==> config.mk <==
export PLATFORM = sky130hd
export DESIGN_NAME = gpu_fb_write_ctrl
export DESIGN_NICKNAME = d
export VERILOG_FILES = /design/src/rtl/gpu_fb_write_ctrl.sv
export SDC_FILE = /design/constraint.sdc
export NUM_CORES = 1
export LEC_CHECK = 0
export CAP_MARGIN = 40
export CORE_UTILIZATION = 45
export CTS_BUF_LIST = sky130_fd_sc_hd__clkbuf_4 sky130_fd_sc_hd__clkbuf_8
export DETAILED_ROUTE_END_ITERATION = 10
export PLACE_DENSITY = 0.77
export SYNTH_ARGS = -nofsm -noshare
export SYNTH_HDL_FRONTEND = slang
export SYNTH_HIERARCHICAL = 1
export SYNTH_SLANG_ARGS = --single-unit
==> constraint.sdc <==
create_clock -name clk -period 5 [get_ports clk]
set_input_delay 0.75 -clock clk [delete_from_list [all_inputs] [get_ports clk]]
set_output_delay 0.75 -clock clk [all_outputs]
set_load 0.02 [all_outputs]
==> src/rtl/gpu_fb_write_ctrl.sv <==
// Framebuffer write controller: rasteriser pixels -> FIFO -> async SRAM write cycles, double buffered.
// Latency: pixel accepted at edge N shows SETUP after N+2; each write occupies WR_CYCLES+2 cycles.
// Backpressure: pix_ready_o is low while the pixel FIFO is full or a buffer swap is pending.

// Generic synchronous FIFO with combinational head read; DEPTH must be a power of two.
module gpu_fb_fifo #(
  parameter int DAT_W = 8,
  parameter int DEPTH = 8
) (
  input  logic             clk,
  input  logic             rst,
  input  logic             wr_vld,
  input  logic [DAT_W-1:0] wr_dat,
  input  logic             rd_rdy,
  output logic [DAT_W-1:0] rd_dat,
  output logic             empty,
  output logic             full
);
  localparam int PTR_W = (DEPTH > 1) ? $clog2(DEPTH) : 1;

  logic [DAT_W-1:0] mem [DEPTH];
  logic [PTR_W-1:0] wr_ptr;
  logic [PTR_W-1:0] rd_ptr;
  logic [PTR_W:0]   count;
  logic             push;
  logic             pop;

  assign empty  = (count == '0);
  assign full   = (count == (PTR_W+1)'(DEPTH));
  assign push   = wr_vld && !full;
  assign pop    = rd_rdy && !empty;
  assign rd_dat = mem[rd_ptr];

  // Pointer and occupancy tracking.
  always_ff @(posedge clk or posedge rst) begin
    if (rst) begin
      wr_ptr <= '0;
      rd_ptr <= '0;
      count  <= '0;
    end else begin
      if (push) wr_ptr <= wr_ptr + PTR_W'(1);
      if (pop)  rd_ptr <= rd_ptr + PTR_W'(1);
      case ({push, pop})
        2'b10:   count <= count + (PTR_W+1)'(1);
        2'b01:   count <= count - (PTR_W+1)'(1);
        default: count <= count;
      endcase
    end
  end

  // Entry storage; contents are don't-care until written, so no reset.
  always_ff @(posedge clk) begin
    if (push) mem[wr_ptr] <= wr_dat;
  end
endmodule

module gpu_fb_write_ctrl #(
  parameter int CHANNEL_BITS = 8,
  parameter int WIDTH        = 640,
  parameter int HEIGHT       = 480,
  parameter int X_BITS       = 10,
  parameter int Y_BITS       = 9,
  parameter int ADDR_BITS    = 20,
  parameter int FIFO_DEPTH   = 8,
  parameter int WR_CYCLES    = 2
) (
  input  logic                      clk,
  input  logic                      rst,
  input  logic                      pix_valid_i,
  output logic                      pix_ready_o,
  input  logic [X_BITS-1:0]         pix_x_i,
  input  logic [Y_BITS-1:0]         pix_y_i,
  input  logic [3*CHANNEL_BITS-1:0] pix_rgb_i,
  input  logic                      flush_i,
  output logic                      flush_done_o,
  output logic                      disp_bank_o,
  output logic [ADDR_BITS-1:0]      sram_addr_o,
  output logic [3*CHANNEL_BITS-1:0] sram_data_o,
  output logic                      sram_ce_n_o,
  output logic                      sram_we_n_o,
  output logic                      sram_oe_n_o,
  output logic                      sram_lb_n_o,
  output logic                      sram_ub_n_o,
  output logic [15:0]               drop_cnt_o
);
  localparam int RGB_W = 3 * CHANNEL_BITS;
  localparam int CNT_W = (WR_CYCLES > 1) ? $clog2(WR_CYCLES) : 1;

  localparam logic [2:0] S_IDLE   = 3'd0;
  localparam logic [2:0] S_SETUP  = 3'd1;
  localparam logic [2:0] S_STROBE = 3'd2;
  localparam logic [2:0] S_HOLD   = 3'd3;
  localparam logic [2:0] S_SWAP   = 3'd4;

  typedef struct packed {
    logic [ADDR_BITS-1:0] addr;
    logic [RGB_W-1:0]     rgb;
  } fb_ent_t;

  logic [2:0]           state;
  logic [CNT_W-1:0]     strobe_cnt;
  logic                 wr_bank;
  logic                 flush_pending;
  logic                 flush_done_q;
  logic                 fifo_ne_q;
  logic                 fifo_empty;
  logic                 fifo_full;
  logic                 pix_fire;
  logic                 in_range;
  logic                 push;
  logic                 pop;
  logic                 swap_ok;
  logic                 ce_n;
  logic [15:0]          drop_cnt;
  logic [ADDR_BITS-1:0] addr_q;
  logic [RGB_W-1:0]     data_q;
  fb_ent_t              in_ent;
  fb_ent_t              head_ent;

  assign pix_ready_o = !fifo_full && !flush_pending;
  assign pix_fire    = pix_valid_i && pix_ready_o;
  assign in_range    = (32'(pix_x_i) < WIDTH) && (32'(pix_y_i) < HEIGHT);
  assign push        = pix_fire && in_range;

  // Bank offset is folded in at enqueue, so the entry is already final when popped.
  assign in_ent.addr = ADDR_BITS'(pix_y_i) * ADDR_BITS'(WIDTH) + ADDR_BITS'(pix_x_i)
                     + (wr_bank ? ADDR_BITS'(WIDTH * HEIGHT) : '0);
  assign in_ent.rgb  = pix_rgb_i;

  // The FSM looks at a registered not-empty flag: an entry becomes eligible one cycle
  // after it is written. Only IDLE/HOLD pop, and never two cycles running, so the
  // delayed flag can never claim an entry that has already been taken.
  assign pop     = ((state == S_IDLE) || (state == S_HOLD)) && fifo_ne_q;
  assign swap_ok = !fifo_ne_q && fifo_empty && flush_pending;

  gpu_fb_fifo #(
    .DAT_W ($bits(fb_ent_t)),
    .DEPTH (FIFO_DEPTH)
  ) u_fifo (
    .clk    (clk),
    .rst    (rst),
    .wr_vld (push),
    .wr_dat (in_ent),
    .rd_rdy (pop),
    .rd_dat (head_ent),
    .empty  (fifo_empty),
    .full   (fifo_full)
  );

  // Delayed FIFO occupancy flag for the write sequencer.
  always_ff @(posedge clk or posedge rst) begin
    if (rst) fifo_ne_q <= 1'b0;
    else     fifo_ne_q <= !fifo_empty;
  end

  // Write sequencer: SETUP -> STROBE x WR_CYCLES -> HOLD, plus the bank swap.
  always_ff @(posedge clk or posedge rst) begin
    if (rst) begin
      state        <= S_IDLE;
      strobe_cnt   <= '0;
      addr_q       <= '0;
      data_q       <= '0;
      wr_bank      <= 1'b0;
      flush_done_q <= 1'b0;
    end else begin
      flush_done_q <= 1'b0;
      case (state)
        S_IDLE: begin
          if (pop) begin
            addr_q <= head_ent.addr;
            data_q <= head_ent.rgb;
            state  <= S_SETUP;
          end else if (swap_ok) begin
            state <= S_SWAP;
          end
        end
        S_SETUP: begin
          strobe_cnt <= '0;
          state      <= S_STROBE;
        end
        S_STROBE: begin
          if (strobe_cnt == CNT_W'(WR_CYCLES - 1)) state <= S_HOLD;
          else strobe_cnt <= strobe_cnt + CNT_W'(1);
        end
        S_HOLD: begin
          if (pop) begin
            addr_q <= head_ent.addr;
            data_q <= head_ent.rgb;
            state  <= S_SETUP;
          end else begin
            state <= S_IDLE;
          end
        end
        S_SWAP: begin
          wr_bank      <= ~wr_bank;
          flush_done_q <= 1'b1;
          state        <= S_IDLE;
        end
        default: state <= S_IDLE;
      endcase
    end
  end

  // Flush request latch; repeated requests merge until the swap clears it.
  always_ff @(posedge clk or posedge rst) begin
    if (rst)                  flush_pending <= 1'b0;
    else if (state == S_SWAP) flush_pending <= 1'b0;
    else if (flush_i)         flush_pending <= 1'b1;
  end

  // Saturating count of accepted but off-screen pixels.
  always_ff @(posedge clk or posedge rst) begin
    if (rst)                                         drop_cnt <= '0;
    else if (pix_fire && !in_range && drop_cnt != 16'hFFFF) drop_cnt <= drop_cnt + 16'd1;
  end

  // Strobes decode straight from state so reset deasserts them immediately.
  assign ce_n         = !((state == S_SETUP) || (state == S_STROBE) || (state == S_HOLD));
  assign sram_ce_n_o  = ce_n;
  assign sram_we_n_o  = (state != S_STROBE);
  assign sram_oe_n_o  = 1'b1;
  assign sram_lb_n_o  = ce_n;
  assign sram_ub_n_o  = ce_n;
  assign sram_addr_o  = addr_q;
  assign sram_data_o  = data_q;
  assign flush_done_o = flush_done_q;
  assign disp_bank_o  = ~wr_bank;
  assign drop_cnt_o   = drop_cnt;
endmodule

* After elaboration in Yosys (flattened, before gate mapping)
Memories as Yosys holds them, arrays and structs flattened. A register that Yosys moved wholly into a read port is not among the register bits.
Cells that the tools add are included.
** Operators by class
- Multiplexer cells :: 14
- Bitwise logic cells :: 1
- Eq/ne operators :: 11
- $add $sub $neg :: 8
- Multipliers :: 1
- $lt $le $gt $ge :: 2
- Reduce and logical (&&, ||, !) cells :: 28
** Operators by type and width (count)
- $add A19 B10 Y20 :: 1
- $add A20 B19 Y20 :: 1
- $mux W19 :: 1
- $add A16 B1 Y16 const B :: 1
- $ne A16 B16 Y1 const B :: 1
- $mul A9 B3 Y12 const B :: 1
- $pmux W3 S4 :: 1
- $logic_and A1 B1 Y1 :: 11
- $lt A10 B10 Y1 const B :: 1
- $lt A9 B9 Y1 const B :: 1
- $mux W3 :: 3
- $pmux W4 S2 :: 1
- $mux W1 :: 7
- $add A3 B1 Y3 const B :: 2
- $eq A3 B2 Y1 const B :: 2
- $logic_not A1 Y1 :: 6
- $ne A3 B2 Y1 const B :: 2
- $reduce_bool A2 Y1 :: 3
- $add A4 B1 Y4 const B :: 1
- $eq A4 B4 Y1 const B :: 1
- $logic_not A4 Y1 :: 1
- $reduce_and A2 Y1 :: 2
- $sub A4 B1 Y4 const B :: 1
- $eq A3 B1 Y1 const B :: 1
- other kinds (10) :: 12
** Storage, ports and cells
- Bits in registers :: 34
- Memory bits (writable) :: 352
- Output and inout bits :: 68
- Logic and storage cells :: 76
- Memories :: 1
** Memory list
- u_fifo.mem :: words 8, bits a word 44, rd ports 1, clocked after memory_dff 1, write ports 1, line 21 : logic [DAT_W-1:0] mem [DEPTH];

* Logic depth before layout (Yosys ltp)
Gate-level depths: netlist of run 1.
- Depth in word-level cells :: 8
- Gate-level depth with buffers :: 12

* Modules after synthesis
The synthesis of run 1 kept the hierarchy.
** Modules (own cells, without submodules)
- gpu_fb_fifo :: area each 13842.0 um^2, times used 1, cells an instance 577
- gpu_fb_write_ctrl :: area each 3497.1 um^2, times used 1, cells an instance 289

* Worst setup path before layout of run 1
OpenSTA, ideal clock, no wires.
- Path type :: flip-flop to flip-flop
- Start :: reg u_fifo.count[3]
- End :: mem u_fifo/mem[1][0] (netlist bit), enable pin
- Period minus slack after synthesis :: 4.998 ns
- Stages on the path, launching flop included :: 8
- Data arrival time :: 4.498 ns
- Setup slack :: 0.002 ns
- Buffers on the path :: 0
- Cell sequence :: dfrtp_1 -> or4b_1 -> inv_1 -> nor2_1 -> nand2_1 -> nor2_1 -> nand3_1 -> nor3_1
** Between the ends
- Word-level cells in the longest chain between the ends :: 8
** Ends and longest elaborated chain
- from (decl) :: line 24 : logic [PTR_W:0] count;
- from (signal assigned) :: line 44 : 2'b10: count <= count + (PTR_W+1)'(1);
- from (signal assigned) :: line 45 : 2'b01: count <= count - (PTR_W+1)'(1);
- from (signal assigned) :: line 46 : default: count <= count;
- $eq A4 B4 Y1 :: line 29 : assign full = (count == (PTR_W+1)'(DEPTH));
- via fifo_full :: line 107 : logic fifo_full;
- $logic_not A1 Y1 :: line 120 : assign pix_ready_o = !fifo_full && !flush_pending;
- $logic_and A1 B1 Y1 :: line 120
- via pix_ready_o :: line 70 : output logic pix_ready_o,
- $logic_and A1 B1 Y1 :: line 121 : assign pix_fire = pix_valid_i && pix_ready_o;
- $logic_and A1 B1 Y1 :: line 123 : assign push = pix_fire && in_range;
- via push :: line 110 : logic push;
- $logic_and A1 B1 Y1 :: line 30 : assign push = wr_vld && !full;
- $mux W1 :: line 53 : if (push) mem[wr_ptr] <= wr_dat;
- $mux W1 (implied by the code) :: line 53
- to (decl) :: line 21
The timed path passes the listed nets, and every way through them passes these cells.

==> impl_metrics.py, run 1 <==
metrics = {
    "cts": {
        "cts_sinks": 430,
        "numCtsBuffers": 68,
        "cts_max_level": 3,
        "cts_setup_buffers": 0,
        "clkTransAtPathRegs_ps": 60,
        "cts_resized": 0,
        "cts_tree": "yes",
        "clkLatencyLatePin_ps": 580,
        "ctsHoldBuffers": 0,
        "root_buffer": "clkbuf_8",
        "clock_path_buffers": 3,
    },
    "logic_synthesis": {
        "synth-simple-area-share": 0.03002,
        "ys_seq_area_frac": 0.7222,
        "ys.flop_type": "edfxtp_1",
        "ys_types": 52,
        "synth_top_family_by_area": "multiplexers",
        "synth_fp_nets": 943,
        "yosysWarnings": 6,
        "synth_cells": 866,
        "synth_area_per_cell_um2": 20.02,
        "synth-adder-area-share": 0.02295,
        "synth-compound-area-share": 0.01357,
        "synth_edf_count": 352,
        "synthArstFlopShare": 0.1814,
        "synth_area_um2": 17340,
        "yosys_register_bits": 430,
        "synthMuxAreaShare": 0.1761,
        "synth_xor_xnor_area_share": 0.01818,
    },
    "sta": {
        "drv_slew": 0,
        "period_share": 0.7286,
        "tightest_slew_ps": 797.6,
        "fin_worst_skew_ps": 27.11,
        "setup_viol": 0,
        "finalHoldViolCount": 0,
        "max_freq_mhz": 274.5,
        "fin_setup_tns_ps": 0,
        "maxSlewHeadroom": 0.4683,
        "fin_crit_ps": 3643,
        "rsz0062_at_grt": "false",
    },
    "die": {
        "rows": 71,
        "die_h_um": 198.3,
        "initial_core_util": 0.4593,
        "die_w_um": 198.3,
        "coreArea_um2": 37760,
        "die_area_um2": 39320,
        "io_pins": 115,
    },
    "global_route": {
        "antenna_found_initial": 1,
        "grt_pass1_vias": 9008,
        "grt_use_total": 0.1775,
        "grt_max_degree": 54,
        "grt_pass1_wl_um": 51720,
        "grt_remaining_overflow": 0,
    },
    "critical_path": {
        "critical_path_class": "in2reg",
        "critPathMaxStageDelay_ps": 610,
        "required_ps": 5250,
        "slowest_stage": "o31ai_1",
        "crit_path_cell_trace": "clkdlybuf4s50_1 -> ha_1 -> ha_1 -> inv_1 -> fa_1 -> xnor2_1 -> ha_1 -> nand2_1 -> o31ai_1 -> a31o_2 -> nand2_1 -> o31ai_1",
        "cpMostUsedCell": "ha_1",
        "crit_path_max_fanout": 8,
        "cp-end-kind": "register",
        "critical_path_arrival_ps": 3890,
        "start_kind": "input port",
    },
    "route": {
        "via_count": 8439,
        "drt_iter0_markers": 495,
        "vias_per_cell": 5.274,
        "wirelength_um": 33520,
        "dr.pass1.iters": 4,
        "postRouteAntennaNets": 0,
        "route.detailed.drc": 0,
        "wl_per_cell_um": 20.95,
    },
    "final_layout": {
        "layout.area.seq_um2": 12530,
        "drive_above_1_share": 0.3171,
        "synthToLayoutAreaGrowth_pct": 18.53,
        "multi_input_area_um2": 4586,
        "nets": 1112,
        "nFillCells": 2841,
    },
    "run": {
        "cap_violations": 0,
    },
    "power": {
        "p_per_area_nw_per_um2": 538.3,
        "leakagePower_uw": 0.007021,
        "max-vdd-ir-drop_uv": 404.4,
        "p_total_uw": 11060,
    },
    "hold_path": {
        "hp-class": "reg2reg",
    },
    "run_status": {
        "outcome": "finished clean",
    },
    "place": {
        "dp_hpwl_um": 19410,
        "gp_congestion": 0.7535,
        "portBuffers": 113,
    },
}
-- worst max-delay path, delay by kind of cell --
| kind | cells | cell delay [ps] |
|---|---|---|
| adder cells (fa/ha/maj) | 4 | 1200 |
| AO/OA/AOI/OAI | 3 | 1140 |
| XOR/XNOR | 1 | 150 |
| AND/OR/NAND/NOR | 2 | 130 |
| buffers and inverters | 2 | 510 |
-- logic make-up (layout without fill, tap and decap cells) --
| family | after synthesis | after routing |
|---|---|---|
| AO/OA/AOI/OAI | 33 | 33 |
| AND/OR/NAND/NOR | 96 | 96 |
| buffers and inverters | 57 | 279 |
| XOR/XNOR | 36 | 36 |
| multiplexers | 183 | 183 |
| adder cells (fa/ha/maj) | 30 | 30 |
| flip-flops | 430 | 430 |
| other | 1 | 2 |
-- routing by layer --
layer | wire (µm) | track usage | vias up
met2 | 17260 | 0.3027 | 191
met4 | 554 | 0.05685 | 0
li1 | - | - | 3809
met5 | 0 | 0 | -
met3 | 1558 | 0.03901 | 47
met1 | 14140 | 0.2258 | 4392
-- layout make-up --
class | instances | share of cell area
sequential | 430 | 0.6097
multi-input combinational | 379 | 0.2231
timing repair buffer | 134 | 0.06526
clock buffer | 102 | 0.06100
tap | 511 | 0.03111
clock inverter | 21 | 0.005601
inverter | 22 | 0.004079
antenna | 1 | 0.0001218
-- power breakdown --
group | total [µW] | internal, µW | leakage (µW) | switching (µW)
clock network | 2920 | 1610 | 0.000729 | 1310
registers | 4530 | 4240 | 0.00411 | 285
logic | 3610 | 1950 | 0.00218 | 1660
total | 11100 | 7810 | 0.00702 | 3250
-- cell usage after synthesis, types with 2 or more instances --
master | instances | area, µm²
nand2b_1 | 5 | 31.28
buf_12 | 2 | 40.04
and2_4 | 2 | 17.52
nor2b_1 | 5 | 31.28
a21oi_1 | 10 | 50.05
mux2_2 | 92 | 1036
dfrtp_1 | 78 | 1952
nor2_1 | 21 | 78.83
buf_6 | 2 | 22.52
and3_1 | 2 | 12.51
inv_1 | 22 | 82.58
nand2_1 | 18 | 67.56
o21ai_0 | 7 | 35.03
edfxtp_1 | 352 | 10570
nand3_1 | 14 | 70.07
buf_2 | 15 | 75.07
clkbuf_1 | 13 | 48.80
nor3_1 | 5 | 25.02
fa_1 | 3 | 60.06
xor2_1 | 9 | 78.83
and3_4 | 2 | 22.52
mux2i_1 | 2 | 20.02
buf_4 | 3 | 22.52
ha_1 | 27 | 337.8
mux4_2 | 88 | 1982
xnor2_1 | 27 | 236.5
or2_2 | 2 | 12.51
nor3b_1 | 3 | 22.52
o31ai_1 | 4 | 30.03
a21o_1 | 2 | 15.01
nand4_1 | 8 | 50.05
-- final timing paths --
check / start / to / slack (ps) / cells after the start
setup reg to reg: u_fifo/count[0]$_DFFE_PP0P_ / u_fifo/count[3]$_DFFE_PP0P_ / 1720 / 11
hold / removal: drop_cnt_o[4]$_DFFE_PP0P_ / drop_cnt_o[4]$_DFFE_PP0P_ / 490 / 1
max in group asynchronous: rst / sram_data_o[14]$_DFFE_PP0P_ / 3500 / 4
setup / recovery: pix_y_i[1] / u_fifo/mem[7][43]$_DFFE_PP_ / 1360 / 12
hold reg to reg: drop_cnt_o[4]$_DFFE_PP0P_ / drop_cnt_o[4]$_DFFE_PP0P_ / 490 / 1
min in group asynchronous: rst / sram_addr_o[19]$_DFFE_PP0P_ / 530 / 2
-- layout by cell type (no fill, tap or decap), types with 12 or more instances in the layout --
master / synthesis / routed
edfxtp_1: 352 / 352
clkdlybuf4s50_1: 0 / 113
mux2_2: 92 / 92
mux4_2: 88 / 88
clkbuf_8: 0 / 78
dfrtp_1: 78 / 75
xnor2_1: 27 / 27
ha_1: 27 / 27
clkbuf_4: 0 / 24
inv_1: 22 / 21
nand2_1: 18 / 18
buf_4: 3 / 18
nor2_1: 21 / 15
nand3_1: 14 / 14
clkinv_2: 0 / 12
-- through the flow --
| stage | worst slack (ps) | cell area, µm² | hold slack [ps] | util | cells |
|---|---|---|---|---|---|
| after floorplan | 2.016 | 17340 | 435.6 | - | 866 |
| after global placement | 927.3 | 19110 | 466.4 | 0.5060 | 1473 |
| after detailed placement | 813.2 | 19180 | 476.0 | 0.5080 | 1476 |
| after CTS | 1390 | 20550 | 489.3 | 0.5443 | 1599 |
| after global routing | 1102 | 20550 | 513.8 | 0.5443 | 1599 |
| final | 1357 | 20550 | 491.1 | 0.5444 | 1600 |
-- sequential cells by signal (all words and copies together) (netlist names) --
name	count
drop_cnt_o	16
fifo_ne_q	1
flush_done_o	1
flush_pending	1
sram_addr_o	20
sram_data_o	24
state	3
strobe_cnt	1
u_fifo/count	4
u_fifo/mem	352
u_fifo/rd_ptr	3
u_fifo/wr_ptr	3
wr_bank	1
No activity file was read; power rests on OpenSTA's default activity.
==> inputs of run 2 (changes only) <==
--- a/config.mk
+++ b/config.mk
@@ -9,7 +9,7 @@
 export CORE_UTILIZATION = 45
 export CTS_BUF_LIST = sky130_fd_sc_hd__clkbuf_4 sky130_fd_sc_hd__clkbuf_8
 export DETAILED_ROUTE_END_ITERATION = 10
-export PLACE_DENSITY = 0.77
+export PLACE_DENSITY = 0.74
 export SYNTH_ARGS = -nofsm -noshare
 export SYNTH_HDL_FRONTEND = slang
 export SYNTH_HIERARCHICAL = 1
==> constraint.sdc (replaced) <==
create_clock -name clk -period 3.4 [get_ports clk]
set_input_delay 0.51 -clock clk [delete_from_list [all_inputs] [get_ports clk]]
set_output_delay 0.51 -clock clk [all_outputs]
set_load 0.02 [all_outputs]
==> impl_metrics.py, run 2 (synthesized netlist as in run 1, its figures left out) <==
metrics = {
    "run": {
        "cap_violations": 0,
    },
    "route": {
        "wirelength_um": 33560,
        "dr.pass1.iters": 4,
        "drt_iter0_markers": 618,
        "postRouteAntennaNets": 0,
        "via_count": 8689,
        "vias_per_cell": 5.298,
        "wl_per_cell_um": 20.47,
        "top_layer": "met4",
        "wl_met3_um": 1674,
        "route.detailed.drc": 0,
        "wl_met1_um": 14280,
        "wl_met2_um": 17070,
    },
    "power": {
        "p_total_uw": 16600,
        "switching_power_uw": 4848,
        "combPwrFrac": 0.326,
        "p_per_area_nw_per_um2": 788.5,
        "power.share.clock": 0.270,
        "max-vdd-ir-drop_uv": 497.2,
        "leakagePower_uw": 0.007250,
        "switching_share": 0.2920,
        "p_int_uw": 11750,
        "seq_power_share": 0.404,
    },
    "cts": {
        "numCtsBuffers": 70,
        "clkLatencyLatePin_ps": 590,
        "cts_tree": "yes",
        "clock_path_buffers": 3,
        "clkTransAtPathRegs_ps": 60,
        "cts_max_level": 3,
        "cts_sinks": 430,
        "root_buffer": "clkbuf_8",
    },
    "die": {
        "io_pins": 115,
        "coreArea_um2": 37760,
        "die_area_um2": 39320,
        "die_h_um": 198.3,
        "initial_core_util": 0.4593,
        "rows": 71,
        "die_w_um": 198.3,
    },
    "final_layout": {
        "nets": 1148,
        "top_register": "u_fifo/mem",
        "drive_above_1_share": 0.3431,
        "instances_no_fill": 1640,
        "largest_register_ff_count": 352,
        "synthToLayoutAreaGrowth_pct": 21.43,
        "nFillCells": 2840,
        "layout_commonest_cell": "edfxtp_1",
        "layout_common_cells": "352 x edfxtp_1, 113 x clkdlybuf4s50_1, 92 x mux2_2",
    },
    "sta": {
        "fin_worst_skew_ps": 20.83,
        "maxSlewHeadroom": 0.4657,
        "period_share": 0.9289,
        "drv_slew": 0,
        "max_freq_mhz": 316.6,
        "setup_viol": 0,
        "tightest_slew_ps": 795.8,
        "fin_crit_ps": 3158,
        "hold_slack_ps": 286.5,
        "finalHoldViolCount": 0,
    },
    "critical_path": {
        "crit_path_max_fanout": 8,
        "required_ps": 3750,
        "critical_path_arrival_ps": 3510,
        "start_kind": "input port",
        "rrSetupSlack_ps": 390,
        "worstRegToRegCells": 11,
        "critical_path_class": "in2reg",
        "cp-end-kind": "register",
        "worstReg2RegStart": "u_fifo/count[0]$_DFFE_PP0P_",
        "reg2reg_to": "u_fifo/count[3]$_DFFE_PP0P_",
    },
    "global_route": {
        "antenna_found_initial": 2,
        "grt_remaining_overflow": 0,
        "grt_use_total": 0.1759,
        "grt_pass1_wl_um": 51620,
        "grt_max_degree": 61,
        "grt_pass1_vias": 9133,
    },
    "place": {
        "gp_congestion": 0.7844,
        "dp_hpwl_um": 19210,
        "portBuffers": 113,
        "placed_cells": 1510,
    },
    "hold_path": {
        "hp-class": "in2async",
    },
    "run_status": {
        "outcome": "finished clean",
    },
}
run 2: how the worst max path moves through the flow:
stage	from	end	cells past startpoint
floorplan	u_fifo/count[3]$_DFFE_PP0P_	u_fifo/mem[7][0]$_DFFE_PP_	7
global placement	pix_y_i[2]	u_fifo/mem[7][42]$_DFFE_PP_	14
detailed placement	pix_y_i[2]	u_fifo/mem[6][40]$_DFFE_PP_	14
CTS	pix_y_i[2]	u_fifo/mem[4][40]$_DFFE_PP_	14
global route	pix_y_i[2]	u_fifo/mem[3][41]$_DFFE_PP_	14
finish	pix_y_i[2]	u_fifo/mem[3][41]$_DFFE_PP_	14
run 2: through the flow:
stage          setup slack, ps  setup TNS, ps  instance area, µm²  utilization
3_3_place_gp            -422.3         -14030               19570       0.5184
6_report                 241.7              0               21060       0.5577
5_1_grt                -0.5858         -1.955               21050       0.5576
3_5_place_dp            -493.5         -16050               19570       0.5184
2_1_floorplan           -424.4        -134620               17350            -
4_1_cts                  115.2              0               21020       0.5567
run 2: critical path, cell delays in order:
cell and delay, ps:
clkdlybuf4s50_1 440, ha_1 330, ha_1 290, a21oi_1 190
nor2b_1 70, nor2_1 110, xnor2_1 80, ha_1 310
nand2_1 70, buf_4 130, o31ai_1 320, a31o_2 230
nand3_1 110, xor2_2 320
run 2: power groups by stage:
stage                     Combinational (µW)  Sequential [µW]  Clock [µW]
final                                   5410             6710        4490
after global routing                    5850             6760        4830
after CTS                               5490             6720        4610
after detailed placement                5470             6830           0
after global placement                  5370             6810           0
after floorplan                         3660             6870           0
run 2: cell type report:
cell class	instances	area, µm²	share of cell area
sequential	430	12530	0.5951
multi-input combinational	379	4632	0.2200
timing repair buffer	168	1719	0.08165
clock buffer	110	1333	0.06329
tap	511	639.4	0.03037
clock inverter	19	115.1	0.005467
inverter	22	83.83	0.003981
antenna	1	2.502	0.0001188
run 2: metal layers:
layer,up-vias,track usage
li1,3884,-
met1,4556,0.2310
met2,195,0.2942
met3,54,0.03441
met4,0,0.05857
met5,-,0
run 2: repair_timing:
action	4_1_cts	5_1_grt
setup buffers	0	0
setup endpoints to repair	0	24
resized for setup	0	4
hold buffers	0	0
